## src/rtl/stopwatch_lap_ctrl.sv

```systemverilog
// Stopwatch sequencing controller: decodes start/stop/lap/clear commands and
// generates the prescaled count tick, counter clear, lap capture and display
// freeze controls. All outputs are registered.
module stopwatch_lap_ctrl #(
   parameter int unsigned TICK_DIV   = 1000000,
   parameter int unsigned HOLD_TICKS = 300,
   parameter int unsigned LAP_W      = 4
) (
   input  logic             clk,
   input  logic             rst,
   input  logic             start_i,
   input  logic             stop_i,
   input  logic             lap_i,
   input  logic             clear_i,
   output logic             tick_o,
   output logic             counter_clr_o,
   output logic             lap_capture_o,
   output logic             disp_freeze_o,
   output logic [LAP_W-1:0] lap_count_o,
   output logic [1:0]       state_out_o
);

   localparam int unsigned PW = $clog2(TICK_DIV);
   localparam int unsigned HW = $clog2(HOLD_TICKS + 1);

   localparam logic [PW-1:0]    PrescMax = PW'(TICK_DIV - 1);
   localparam logic [HW-1:0]    HoldLast = HW'(HOLD_TICKS - 1);
   localparam logic [LAP_W-1:0] LapMax   = {LAP_W{1'b1}};

   typedef enum logic [1:0] {
      StIdle    = 2'b00,
      StRunning = 2'b01,
      StPaused  = 2'b10,
      StLapHold = 2'b11
   } state_e;

   state_e           state_q, state_d;
   logic [PW-1:0]    presc_q, presc_d;
   logic [HW-1:0]    hold_q, hold_d;
   logic [LAP_W-1:0] lap_cnt_q, lap_cnt_d;
   logic             tick_q, tick_d;
   logic             clr_q, clr_d;
   logic             cap_q, cap_d;
   logic             freeze_q, freeze_d;

   logic cmd_stop, cmd_start, cmd_lap;
   logic counting, wrap;

   // Command priority decode and prescaler / tick generation
   always_comb begin
      cmd_stop  = stop_i & ~clear_i;
      cmd_start = start_i & ~clear_i & ~stop_i;
      cmd_lap   = lap_i & ~clear_i & ~stop_i & ~start_i;
      // Stop or clear in the wrap cycle suppresses that tick
      counting  = ((state_q == StRunning) || (state_q == StLapHold)) & ~clear_i & ~stop_i;
      wrap      = counting && (presc_q == PrescMax);
      tick_d    = wrap;
      presc_d   = presc_q;
      if (clear_i) begin
         presc_d = '0;
      end else if (counting) begin
         presc_d = wrap ? '0 : presc_q + 1'b1;
      end
   end

   // Next-state, hold timer, lap counter and strobe outputs
   always_comb begin
      state_d   = state_q;
      hold_d    = hold_q;
      lap_cnt_d = lap_cnt_q;
      cap_d     = 1'b0;
      clr_d     = 1'b0;
      if (clear_i) begin
         state_d   = StIdle;
         clr_d     = 1'b1;
         lap_cnt_d = '0;
         hold_d    = '0;
      end else begin
         unique case (state_q)
            StIdle: begin
               if (cmd_start) state_d = StRunning;
            end
            StRunning: begin
               if (cmd_stop) begin
                  state_d = StPaused;
               end else if (cmd_lap) begin
                  state_d = StLapHold;
                  cap_d   = 1'b1;
                  hold_d  = '0;
                  if (lap_cnt_q != LapMax) lap_cnt_d = lap_cnt_q + 1'b1;
               end
            end
            StPaused: begin
               if (cmd_start) state_d = StRunning;
            end
            StLapHold: begin
               if (cmd_stop) begin
                  state_d = StPaused;
               end else if (cmd_start) begin
                  state_d = StRunning;
               end else if (cmd_lap) begin
                  // A lap in the expiry cycle restarts the hold
                  cap_d  = 1'b1;
                  hold_d = '0;
                  if (lap_cnt_q != LapMax) lap_cnt_d = lap_cnt_q + 1'b1;
               end else if (wrap) begin
                  if (hold_q == HoldLast) begin
                     state_d = StRunning;
                  end else begin
                     hold_d = hold_q + 1'b1;
                  end
               end
            end
         endcase
      end
      freeze_d = (state_d == StLapHold);
   end

   // State and output registers with asynchronous reset
   always_ff @(posedge clk or posedge rst) begin
      if (rst) begin
         state_q   <= StIdle;
         presc_q   <= '0;
         hold_q    <= '0;
         lap_cnt_q <= '0;
         tick_q    <= 1'b0;
         clr_q     <= 1'b0;
         cap_q     <= 1'b0;
         freeze_q  <= 1'b0;
      end else begin
         state_q   <= state_d;
         presc_q   <= presc_d;
         hold_q    <= hold_d;
         lap_cnt_q <= lap_cnt_d;
         tick_q    <= tick_d;
         clr_q     <= clr_d;
         cap_q     <= cap_d;
         freeze_q  <= freeze_d;
      end
   end

   assign tick_o        = tick_q;
   assign counter_clr_o = clr_q;
   assign lap_capture_o = cap_q;
   assign disp_freeze_o = freeze_q;
   assign lap_count_o   = lap_cnt_q;
   assign state_out_o   = state_q;

endmodule

```

## config.mk

```make
export PLATFORM = sky130hd
export DESIGN_NAME = stopwatch_lap_ctrl
export DESIGN_NICKNAME = d
export VERILOG_FILES = /design/src/rtl/stopwatch_lap_ctrl.sv
export SDC_FILE = /design/constraint.sdc
export NUM_CORES = 1
export LEC_CHECK = 0
export ABC_CLOCK_PERIOD_IN_PS = 2200
export CORE_MARGIN = 8
export CORE_UTILIZATION = 52
export CTS_CLUSTER_SIZE = 16
export DETAILED_ROUTE_END_ITERATION = 6
export PLACE_DENSITY = 0.75
export SYNTH_ARGS = -nofsm -noshare
export SYNTH_HDL_FRONTEND = slang
export SYNTH_SLANG_ARGS = --single-unit
```

## constraint.sdc

```tcl
create_clock -name clk -period 2.2 [get_ports clk]
set_input_delay 0.55 -clock clk [delete_from_list [all_inputs] [get_ports clk]]
set_output_delay 0.55 -clock clk [all_outputs]
set_load 0.05 [all_outputs]
```

==> flow_metrics.tcl <==
set metrics [dict create \
    timing.critical_path.arrival_ns 1.59 \
    port_buffers 15 \
    number_of_antenna_violations_at_the_first_check_in_global_routing 0 \
    pre_cts_ws_ns -0.530 \
    via_per_inst 5.60 \
    grt_remaining_overflow 0 \
    clock_tree.root_cell "clkbuf_8" \
    synth_cell_type_count 48 \
    yosys_register_bits 39 \
    final_nets 288 \
    postCtsSetupRepairBufs 0 \
    first_global_vias 1824 \
    place.gp.congestion 0.867 \
    power.leakage_nw 1.19 \
    synth-async-reset-ratio_pct 100 \
    netlist_instances 233 \
    post_synth_instance_area_um2 2130 \
    remaining_drc_errors 0 \
    max-slew-margin-rel_pct 59.8 \
    num_vias 1849 \
    maxCapViolations 0 \
    placement_rows 23 \
    clock.fmax_ghz 0.468 \
    slowest_delay_ns 0.80 \
    drive_above_1_share_pct 17.1 \
    fin_tns_setup_ns 0 \
    drv_slew 0 \
    clock_tree_from_tritoncts "yes" \
    setup.worst_path.end_class "primary output" \
    dominantRegCellSynth "dfrtp_1" \
    pin_count 16 \
    detail_route.first_pass.iterations 4 \
    hold_viol_final 0 \
    finalSetupViolations 0 \
    htreeDepth 2 \
    avgRoutedWirePerCell_um 14.4 \
    tritoncts.num_buffers 5 \
    core-area_um2 3970 \
    hold_class "flip-flop to flip-flop" \
    die_h_um 80.1 \
    post-route-min-period_ns 2.14 \
    crit_chain "buf_4, clkdlybuf4s50_1" \
    worst_path_max_delay_cell "clkdlybuf4s50_1" \
    regArea_um2 977 \
    rsz0062_at_grt "false" \
    setup_slack_ns 0.0610 \
    cts.reportedPaths.clkPinSlew_ns 0.08 \
    die_area_um2 6410 \
    number_of_warnings_reported_in_the_yosys_synthesis_log 0 \
    clock_tree.buffer_depth 2 \
    starting_density_pct 53.7 \
    clock_latency_ns 0.29 \
    synth_area_per_inst_um2 9.16 \
    drt-total-wl_mm 4.75 \
    die_x_um 80.1 \
    tightestPinTransition_ns 0.598 \
    timing.critical_path.fanout_max 7 \
    flow.area_growth_from_synthesis_pct 26.5 \
    initialDrtViolationCount 61 \
    synth_seq_area_share_pct 45.7 \
    cp.required_ns 1.65 \
    startpoint_type "flip-flop" \
    antenna-diode-count 0 \
    grt_start_max_net_pins 40 \
    ctsHoldBuffers 0 \
    run_status "finished clean" \
    synth_nets 242 \
    dpl.hpwl_mm 3.50 \
    max-vdd-ir-drop_mv 0.443 \
    power_per_cell_area_nw_per_um2 570 \
    crit_type "flip-flop to primary output" \
    tritoncts_num_sinks 39 \
    multi_input_area_um2 1110 \
    ant_nets 0 \
    track_usage_pct 16.0 \
    worst_clock_skew_ns 0.00586 \
    count_of_flip_flops_with_a_built_in_enable_after_synthesis 0 \
    first_pass_grt_wire_length_mm 8.11 \
    fill_cell_instance_count_of_the_final_layout 338 \
    period_share_pct 97.2 \
]
registers in the layout, summed over array words and instances, names as in the netlist:
signal / cells
lap_capture_o: 1
presc_q: 20
hold_q: 9
lap_count_o: 4
counter_clr_o: 1
disp_freeze_o: 1
tick_o: 1
state_out_o: 2
what timing repair did:
item / in CTS / in global routing
cloned: 0 / 0
pin swaps: 6 / 1
setup endpoints to repair: 28 / 4
gates resized for setup: 7 / 1
worst max-delay path: cells and delay by family, from the launching register on:
kind / cells / cell delay, ns
buf+inv: 2 / 0.94
flops: 1 / 0.36
worst paths after layout:
| kind | start | to | slack (ns) | depth (start not counted) |
|---|---|---|---|---|
| worst max register to register | state_out_o[0]$_DFF_PP0_ | hold_q[5]$_DFFE_PP0P_ | 0.17 | 6 |
| worst max-delay path | state_out_o[0]$_DFF_PP0_ | state_out_o[0] | 0.06 | 2 |
| min in group asynchronous | rst | presc_q[10]$_DFFE_PP0P_ | 0.67 | 3 |
| max in group asynchronous | rst | state_out_o[0]$_DFF_PP0_ | 1.16 | 3 |
| worst min register to register | hold_q[0]$_DFFE_PP0P_ | hold_q[0]$_DFFE_PP0P_ | 0.52 | 1 |
| worst min-delay path | hold_q[0]$_DFFE_PP0P_ | hold_q[0]$_DFFE_PP0P_ | 0.52 | 1 |
cells in the final DEF (no fill, tap or decap), types with 3 or more instances in the layout:
| cell type | Yosys | layout |
|---|---|---|
| xor2_1 | 16 | 16 |
| nand2b_1 | 3 | 3 |
| nand4_1 | 13 | 13 |
| ha_1 | 3 | 3 |
| and2_1 | 4 | 4 |
| a31oi_1 | 3 | 3 |
| nor2b_1 | 3 | 3 |
| nor4_1 | 3 | 3 |
| nor2_1 | 28 | 28 |
| inv_1 | 10 | 10 |
| o21ai_0 | 4 | 3 |
| clkbuf_8 | 0 | 5 |
| nor4bb_1 | 3 | 3 |
| dfrtp_1 | 39 | 38 |
| clkdlybuf4s50_1 | 0 | 13 |
| nand3_1 | 15 | 15 |
| nor3_1 | 8 | 7 |
| nand2_1 | 26 | 26 |
| a21oi_1 | 8 | 7 |
| o2bb2ai_1 | 3 | 3 |
| buf_4 | 0 | 30 |
logic make-up (layout without fill, tap and decap cells):
family	count (synthesis)	count (layout)	synth area share (%)
buf+inv	17	64	3.81
simple gates	123	123	30.6
xor+xnor	18	18	7.39
mux	2	2	0.997
compound gates	31	31	9.74
flops	39	39	45.7
fa+ha+maj	3	3	1.76
where the power goes:
group          internal [mW]  switching, mW
Sequential             0.722        0.00526
Combinational         0.0388         0.0670
Clock                  0.452          0.253
Total                   1.21          0.325
synthesized netlist by cell type (4+ instances only):
cell type / number / share of area, %
and2_1: 4 / 1.2
o21ai_0: 4 / 0.94
inv_1: 10 / 1.8
xor2_1: 16 / 6.6
a21oi_1: 8 / 1.9
nor3_1: 8 / 1.9
nor2_1: 28 / 4.9
nand2_1: 26 / 4.6
nand4_1: 13 / 3.8
dfrtp_1: 39 / 46
nand3_1: 15 / 3.5
stage by stage:
stage / utilization [%] / power, mW / hold slack, ns / area (µm²) / cells
5_1_grt: 68.0 / 1.59 / 0.548 / 2700 / 330
2_1_floorplan: - / 0.798 / 0.488 / 2150 / 233
3_5_place_dp: 64.2 / 0.847 / 0.518 / 2550 / 322
3_3_place_gp: 64.2 / 0.846 / 0.512 / 2550 / 322
4_1_cts: 68.0 / 1.56 / 0.530 / 2700 / 330
6_report: 68.0 / 1.54 / 0.521 / 2700 / 330
layer usage:
metal	GRT usage, %	share of wire (%)	vias to the layer above
met4	6.91	1.9	0
met2	27.2	50	29
met1	18.9	44	890
li1	-	-	924
met3	3.57	4.1	6
met5	0	0	-
area by class of cell:
type | count | share of cell area (%)
Clock buffer | 5 | 2.55
Clock inverter | 3 | 2.50
Inverter | 11 | 1.53
Multi-Input combinational cell | 177 | 41.0
Sequential cell | 39 | 36.2
Tap cell | 50 | 2.32
Timing Repair Buffer | 45 | 13.9
No activity file was read; power rests on OpenSTA's default activity.
